File: src/rtl/lc3b_types.sv
// rtl/lc3b_types.sv - shared types and constants for the LC-3b forwarding controller
//
// Contents:
//   lc3b_mux_sel  : 2-bit select for the EX-stage operand 3:1 muxes
//   FWD_*         : select encodings (regfile, EX/MEM result, MEM/WB result)
//   lc3b_reg      : architectural register index
//   lc3b_fwd_tag  : per-stage destination tag {valid, wr, is_load, dest}
//   tag_hit()     : true when a stage tag produces the given source register

package lc3b_types;

  localparam int unsigned LC3B_NREG = 8;
  localparam int unsigned LC3B_RW   = 3;

  typedef logic [1:0] lc3b_mux_sel;

  localparam lc3b_mux_sel FWD_REGFILE = 2'b00;
  localparam lc3b_mux_sel FWD_EXMEM   = 2'b01;
  localparam lc3b_mux_sel FWD_MEMWB   = 2'b10;

  typedef logic [LC3B_RW-1:0] lc3b_reg;

  typedef struct packed {
    logic    valid;
    logic    wr;
    logic    is_load;
    lc3b_reg dest;
  } lc3b_fwd_tag;

  localparam lc3b_fwd_tag FWD_TAG_BUBBLE = '0;

  // A bubble or a non-writing instruction never produces a value, whatever
  // its dest field happens to hold.
  function automatic logic tag_hit(input lc3b_fwd_tag tag, input lc3b_reg src);
    return tag.valid & tag.wr & (tag.dest == src);
  endfunction

endpackage

File: src/rtl/lc3b_fwd_pick.sv
// rtl/lc3b_fwd_pick.sv - forward-source picker for one EX operand
//
// Ports:
//   en       in   EX holds a real instruction that reads this operand
//   src      in   source register index of the operand
//   mem_tag  in   destination tag of the instruction in MEM
//   wb_tag   in   destination tag of the instruction in WB
//   sel      out  operand mux select (regfile / EX-MEM / MEM-WB)

module lc3b_fwd_pick
  import lc3b_types::*;
(
  input  logic        en,
  input  lc3b_reg     src,
  input  lc3b_fwd_tag mem_tag,
  input  lc3b_fwd_tag wb_tag,
  output lc3b_mux_sel sel
);

  // Load-ness does not affect the choice here; the load-use stall keeps a
  // load in MEM from ever being the producer of an EX operand.
  logic unused_is_load;
  assign unused_is_load = mem_tag.is_load ^ wb_tag.is_load;

  // MEM is checked first: it holds the younger of two writers to src.
  always_comb begin
    sel = FWD_REGFILE;
    if (en) begin
      if (tag_hit(mem_tag, src)) begin
        sel = FWD_EXMEM;
      end else if (tag_hit(wb_tag, src)) begin
        sel = FWD_MEMWB;
      end
    end
  end

endmodule

File: src/rtl/lc3b_fwd_ctrl.sv
// rtl/lc3b_fwd_ctrl.sv - operand forwarding and load-use hazard control, LC-3b 5-stage pipe
//
// Keeps a shadow pipeline of destination tags for EX, MEM and WB and derives
// the EX operand mux selects and a one-cycle load-use stall from it.
//
// Ports:
//   clk, rst_n          pipeline clock, asynchronous active-low reset
//   pipe_stall          global freeze; all shadow stages hold
//   id_valid            ID holds a real instruction
//   id_sr1, id_sr2      ID source registers
//   id_sr1_used/_used   instruction actually reads sr1 / sr2
//   id_dest, id_wr      ID destination and register-write enable
//   id_is_load          instruction is LDR/LDB/LDI
//   fwd_sel_a/_b        EX operand A/B mux selects
//   load_use_stall      hold PC and IF/ID, bubble into EX
//
// Optional (macro LC3B_FWD_STATS_EN):
//   fwd_count           advancing cycles with a nonzero select (saturating)
//   stall_count         cycles with load_use_stall asserted (saturating)

module lc3b_fwd_ctrl
  import lc3b_types::*;
#(
  parameter int unsigned NREG = LC3B_NREG,
  parameter int unsigned RW   = LC3B_RW
) (
  input  logic          clk,
  input  logic          rst_n,
  input  logic          pipe_stall,
  input  logic          id_valid,
  input  logic [RW-1:0] id_sr1,
  input  logic [RW-1:0] id_sr2,
  input  logic          id_sr1_used,
  input  logic          id_sr2_used,
  input  logic [RW-1:0] id_dest,
  input  logic          id_wr,
  input  logic          id_is_load,
  output logic [1:0]    fwd_sel_a,
  output logic [1:0]    fwd_sel_b,
  output logic          load_use_stall
`ifdef LC3B_FWD_STATS_EN
  ,
  output logic [31:0]   fwd_count,
  output logic [31:0]   stall_count
`endif
);

  lc3b_fwd_tag ex_q;
  lc3b_fwd_tag mem_q;
  lc3b_fwd_tag wb_q;
  lc3b_reg     ex_sr1;
  lc3b_reg     ex_sr2;
  logic        ex_sr1_used;
  logic        ex_sr2_used;

  // An index beyond the architectural file cannot name a real register, so
  // it is treated as a non-writer rather than aliasing a low register.
  logic id_dest_ok;
  assign id_dest_ok = (32'(id_dest) < NREG);

  logic id_hits_ex_load;
  assign id_hits_ex_load = (id_sr1_used & (id_sr1 == ex_q.dest)) |
                           (id_sr2_used & (id_sr2 == ex_q.dest));

  // Memory freeze wins: nothing advances, so there is nothing to bubble.
  assign load_use_stall = ~pipe_stall & id_valid & ex_q.valid & ex_q.wr &
                          ex_q.is_load & id_hits_ex_load;

  always_ff @(posedge clk or negedge rst_n) begin
    if (!rst_n) begin
      ex_q        <= FWD_TAG_BUBBLE;
      mem_q       <= FWD_TAG_BUBBLE;
      wb_q        <= FWD_TAG_BUBBLE;
      ex_sr1      <= '0;
      ex_sr2      <= '0;
      ex_sr1_used <= 1'b0;
      ex_sr2_used <= 1'b0;
    end else if (!pipe_stall) begin
      wb_q  <= mem_q;
      mem_q <= ex_q;
      if (load_use_stall) begin
        ex_q        <= FWD_TAG_BUBBLE;
        ex_sr1_used <= 1'b0;
        ex_sr2_used <= 1'b0;
      end else begin
        ex_q.valid   <= id_valid;
        ex_q.wr      <= id_wr & id_dest_ok;
        ex_q.is_load <= id_is_load;
        ex_q.dest    <= id_dest;
        ex_sr1       <= id_sr1;
        ex_sr2       <= id_sr2;
        ex_sr1_used  <= id_sr1_used;
        ex_sr2_used  <= id_sr2_used;
      end
    end
  end

  lc3b_fwd_pick u_pick_a (
    .en      (ex_q.valid & ex_sr1_used),
    .src     (ex_sr1),
    .mem_tag (mem_q),
    .wb_tag  (wb_q),
    .sel     (fwd_sel_a)
  );

  lc3b_fwd_pick u_pick_b (
    .en      (ex_q.valid & ex_sr2_used),
    .src     (ex_sr2),
    .mem_tag (mem_q),
    .wb_tag  (wb_q),
    .sel     (fwd_sel_b)
  );

  // A load in MEM has no data yet; selecting EX/MEM for it means the
  // load-use stall failed to separate producer and consumer.
  a_no_mem_load_fwd : assert property (@(posedge clk) disable iff (!rst_n)
    !(mem_q.is_load && (fwd_sel_a == FWD_EXMEM || fwd_sel_b == FWD_EXMEM)));

`ifdef LC3B_FWD_STATS_EN
  logic fwd_any;
  assign fwd_any = (fwd_sel_a != FWD_REGFILE) | (fwd_sel_b != FWD_REGFILE);

  always_ff @(posedge clk or negedge rst_n) begin
    if (!rst_n) begin
      fwd_count   <= '0;
      stall_count <= '0;
    end else if (!pipe_stall) begin
      if (fwd_any && fwd_count != '1) begin
        fwd_count <= fwd_count + 32'd1;
      end
      if (load_use_stall && stall_count != '1) begin
        stall_count <= stall_count + 32'd1;
      end
    end
  end
`endif

endmodule

File: config.mk
export PLATFORM = sky130hd
export DESIGN_NAME = lc3b_fwd_ctrl
export DESIGN_NICKNAME = d
export VERILOG_FILES = /design/src/rtl/lc3b_types.sv /design/src/rtl/lc3b_fwd_pick.sv /design/src/rtl/lc3b_fwd_ctrl.sv
export SDC_FILE = /design/constraint.sdc
export NUM_CORES = 1
export LEC_CHECK = 0
export BUFFER_PORTS_ARGS = -buffer_cell sky130_fd_sc_hd__buf_2
export CORE_MARGIN = 2
export CORE_UTILIZATION = 43
export DETAILED_ROUTE_END_ITERATION = 12
export GPL_ROUTABILITY_DRIVEN = 1
export PLACE_DENSITY_LB_ADDON = 0.25
export SKIP_CTS_REPAIR_TIMING = 1
export SYNTH_ARGS = -nofsm -noshare
export SYNTH_HDL_FRONTEND = slang
export SYNTH_SLANG_ARGS = --single-unit
File: constraint.sdc
create_clock -name clk -period 4.6 [get_ports clk]
set_clock_uncertainty 0.2 [all_clocks]
set_input_delay 0.92 -clock clk [delete_from_list [all_inputs] [get_ports clk]]
set_output_delay 0.92 -clock clk [all_outputs]
set_load 0.02 [all_outputs]
* After elaboration in Yosys (flattened, before gate mapping)
Cells that the tools add are included.
** Storage, ports and cells
- Logic and storage cells :: 48
- Input port bits :: 17
- Flip-flop bits (word level) :: 24
- Output and inout bits :: 5
** Operators by class
- Equal/unequal tests :: 6
- Bitwise operators :: 18
- Multiplexer cells :: 9
- Reduce and logical (&&, ||, !) cells :: 1
** Operator list (number)
- == test 3 bit :: 6
- AND 1 bit :: 15
- two-way mux 2 bit :: 6
- two-way mux 6 bit :: 1
- two-way mux 1 bit :: 2
- NOT 1 bit :: 2
- AND reduction 2 bit :: 1
- OR 1 bit :: 1

* Depth between registers and ports, before layout
- Depth after elaboration :: 8
- Depth in mapped cells :: 6
- Depth with buffers taken out :: 4

* By module
From an unflattened synthesis, not the netlist that was laid out.
** Unflattened totals
- Cell total of the unflattened synthesis :: 129
- Area total of the unflattened synthesis :: 1398.8 µm²
** By module, submodules not included
- lc3b_fwd_ctrl :: seq. area each 650.6 µm², cells an instance 107, area each 1223.7 µm², times used 1
- lc3b_fwd_pick :: seq. area each 0.0 µm², cells an instance 11, area each 87.6 µm², times used 2

* Least setup slack after synthesis
OpenSTA, ideal clock, no wires.
- Path type :: input to output
- Start :: input id_sr1[1]
- End :: output load_use_stall
- Arrival :: 2006 ps
- Required time :: 3480 ps
- Cell stages on the path :: 6
- Buffers on the path :: 2
- Path slack :: 1474 ps
- Path through :: xnor2_1 and4_4 buf_6 o21a_4 buf_6 nor2b_1
** Between the ends
- Longest elaborated chain between the ends :: 4
** RTL lines
- start: declaration :: line lc3b_fwd_ctrl.sv:31 : input logic [RW-1:0] id_sr1,
- == test 3 bit :: line lc3b_fwd_ctrl.sv:62 : assign id_hits_ex_load = (id_sr1_used & (id_sr1 == ex_q.dest)) |
- AND 1 bit :: line lc3b_fwd_ctrl.sv:62
- OR 1 bit :: line lc3b_fwd_ctrl.sv:62
- AND 1 bit :: line lc3b_fwd_ctrl.sv:67 : ex_q.is_load & id_hits_ex_load;
- end: declaration :: line lc3b_fwd_ctrl.sv:40 : output logic load_use_stall
Every way passes these cells.

* Worst setup path in the final report
- Start :: input id_sr2[2]
- End :: output load_use_stall
** Between the ends
- Longest elaborated chain between the ends :: 4
** RTL lines
- start: declaration :: line lc3b_fwd_ctrl.sv:32 : input logic [RW-1:0] id_sr2,
- == test 3 bit :: line lc3b_fwd_ctrl.sv:63 : (id_sr2_used & (id_sr2 == ex_q.dest));
- AND 1 bit :: line lc3b_fwd_ctrl.sv:63
- OR 1 bit :: line lc3b_fwd_ctrl.sv:62
- AND 1 bit :: line lc3b_fwd_ctrl.sv:67
Every way passes these cells.

==> impl_results.md <==
- Post-synth top cells: dfrtp_1, nand2_1, mux2_2, xnor2_1
- CTS Sinks: 24
- Post-Syn Nets: 141
- Status: complete, no violations
- Largest net degree at the start of global routing: 40
- Hold EP: ex_q[3]
- CTS tree: done
- Die Y: 59.30 µm
- R2R setup slack: 2.88 ns
- Largest stage delay, worst path: 0.34 ns
- R2R depth: 4
- Synth warn: 0
- RR Startpoint: ex_q[1]
- Top Layer Used: met4
- HPWL after DPL: 1.799 mm
- Max_slew headroom: 0.5550
- First-pass detailed-route iteration total: 4
- Worst flop-to-flop path endpoint: ex_sr2[1]
- DR vias: 920
- Max-cap viol count: 0
- Die X: between 50 and 60 µm
- Global-route wire length before repair: about 4.1 mm
- DRC errors left: 0
- Starting DRT DRC Count: 30
- Htree depth: 1
- Gr ovfl total: 0
- CP arrival: around 2.1 ns
- CP required: approximately 3.5 ns
- Crit-path max FO: 15
- Worst Setup End Kind: output port
- Vias/cell: 5.287
- Cell repeated most along the worst path: buf_2
- Avg WL per Cell: 13.73 µm
- TNS Setup: 0 ns
- CP startpoint kind: primary input
- Final Total Pwr: about 0.46 mW
- CP cell instances: buf_2 > xnor2_1 > and4_1 > o21a_4 > nor2b_1 > buf_2
- Cell Area, Synth: 0.001315 mm²
- Top cell type's share of synthesized area: 0.4567
- Antenna Nets Post-Route: 0
- Clock Latency Late Sink: 0.32 ns
- Clock transition at path regs: between 0.1 and 0.15 ns
- Worst setup path class: primary input to output port
- Met3 wire len: 133 µm
- Worst IR drop on VDD: 0.1643 mV
- ANT cells: 0
- CTS Buffer Depth: 2
- Hold depth: 2
- Area growth syn-to-layout: 9.896%
- Total GRT Usage: 0.1591
- Core Box Area: 0.002978 mm²
- Initial antenna violation count: 0
- Tightest Hold Check Type: flip-flop to flip-flop
- Synth Flop Type: dfrtp_1
- Cell chosen for the clock root: clkbuf_4
- Routed wire length: approximately 2.4 mm
- Met1 Wirelength: 1.086 mm
- Power Dens Cells: ~320 mW/mm²
- Most frequent cell after synthesis: dfrtp_1
- Leak: 0.6507 nW
- Fill cells: between 200 and 300
- Cell row count: 20
- Worst slew pin tran: 0.6675 ns
- Hold_sp: ex_q[3]
- Unrepaired setup endpoints after global routing: no
- Seq cells post-synth: 24
- Synth cell types: 20
- Sequential area share after synthesis: 0.4567
- Fraction of registers with async set/reset: 1.000
- EDFF count, synth: 0
- Highest-delay cell along the critical path: and4_1
- F_max: 311.9 MHz
- Num ports: 22
- Vias in the first global route: between 900 and 1000
- Share of cells above drive strength 1: 0.2695
- Starting Density: 0.4416
- Slew Limit Fails: 0
- Number of port buffers: 21
- Gate Count Post-Synth: roughly 120
- Die ar.: 0.003516 mm²
- NumNets Final: 159
- Synth area leaders: dfrtp_1, mux2_2, xnor2_1, xor2_1, nand2_1
- Fin crit period: 3.206 ns
- Fin util: 0.4853
- Routed met2 length: 1.105 mm
- Setup violators final: 0
- Tcrit/Tclk final: 0.6969
- Hold slack: 0.3210 ns
- RD Place Congestion: 0.7202
- Placed cells: 170
- CTS Buf Count: 3
- Hold Vio Cnt, Final: 0
- Avg Inst Size Synth: 10.60 µm²
- Post-Layout Cell Count: roughly 170
- Cell taking the most area after synthesis: dfrtp_1
[cell type report]
cell class / instances / area, µm² / share of cell area
tap: 33 / 41.29 / 0.02857
multi-input combinational: 86 / 639.4 / 0.4424
timing repair buffer: 21 / 105.1 / 0.07273
sequential: 24 / 600.6 / 0.4156
inverter: 6 / 22.52 / 0.01558
clock buffer: 4 / 36.28 / 0.02511
[per-layer routing]
metal,vias to the layer above,global-route usage
met2,25,0.2559
met1,428,0.1972
met5,-,0
li1,463,-
met3,4,0.02838
met4,0,0.09740
[power breakdown]
| group | switching, mW | internal, mW | leakage [nW] | total, mW |
|---|---|---|---|---|
| clock | 0.0631 | 0.0485 | 0.0210 | 0.112 |
| sequential | 0.0287 | 0.236 | 0.293 | 0.265 |
| combinational | 0.0369 | 0.0458 | 0.337 | 0.0827 |
| total | 0.129 | 0.330 | 0.651 | 0.459 |
[worst max-delay path, delay by kind of cell]
family                    cells  cell delay, ns
buffers and inverters         2            0.28
AOI/OAI and AO/OA             1            0.27
and+or+nand+nor               2            0.48
xor gates and xnor gates      1            0.13
[kinds of logic after synthesis]
logic type	Yosys count	synth area share
AOI/OAI and AO/OA	21	0.1294
xor gates and xnor gates	18	0.1199
buffers and inverters	14	0.05709
DFF	24	0.4567
muxes	10	0.08563
and+or+nand+nor	37	0.1513
[state kept, by name, indices dropped and copies added, names as in the netlist]
name	cells
mem_q	5
ex_sr2	3
wb_q	5
ex_sr1	3
ex_sr2_used	1
ex_q	6
ex_sr1_used	1
[placed cells by master, fill, tap and decap left out]
| master | Yosys | routed |
|---|---|---|
| o211ai_1 | 6 | 6 |
| buf_2 | 0 | 21 |
| inv_1 | 6 | 6 |
| dfrtp_1 | 24 | 24 |
| nand4_1 | 2 | 2 |
| mux2_2 | 10 | 10 |
| nand2_1 | 17 | 17 |
| xor2_1 | 8 | 8 |
| clkbuf_4 | 0 | 3 |
| o311ai_1 | 5 | 5 |
| and3_1 | 2 | 2 |
| o311ai_4 | 1 | 1 |
| nor4_1 | 4 | 4 |
| and4_1 | 2 | 2 |
| xnor2_1 | 10 | 10 |
| nand2b_1 | 8 | 8 |
| nor2b_1 | 1 | 1 |
| and4_4 | 1 | 1 |
| o21ai_1 | 8 | 8 |
| clkbuf_8 | 0 | 1 |
| o21a_4 | 1 | 1 |
[how the worst max path moves through the flow]
| stage | start | endpoint | slack [ns] | depth (start not counted) |
|---|---|---|---|---|
| 2_1_floorplan | id_sr1[1] | load_use_stall | 1.47 | 6 |
| 3_3_place_gp | id_sr2[2] | load_use_stall | 1.39 | 6 |
| 5_1_grt | id_sr2[1] | load_use_stall | 1.29 | 6 |
| 4_1_cts | id_sr2[2] | load_use_stall | 1.38 | 6 |
| 6_report | id_sr2[2] | load_use_stall | 1.39 | 6 |
| 3_5_place_dp | id_sr2[2] | load_use_stall | 1.38 | 6 |
[metrics by stage]
stage / area (µm²) / worst slack (ns)
floorplan: 1315 / 1.474
global placement: 1409 / 1.386
detailed placement: 1409 / 1.384
CTS: 1445 / 1.381
global route: 1445 / 1.294
finish: 1445 / 1.394
No activity file was read; power rests on OpenSTA's default activity.
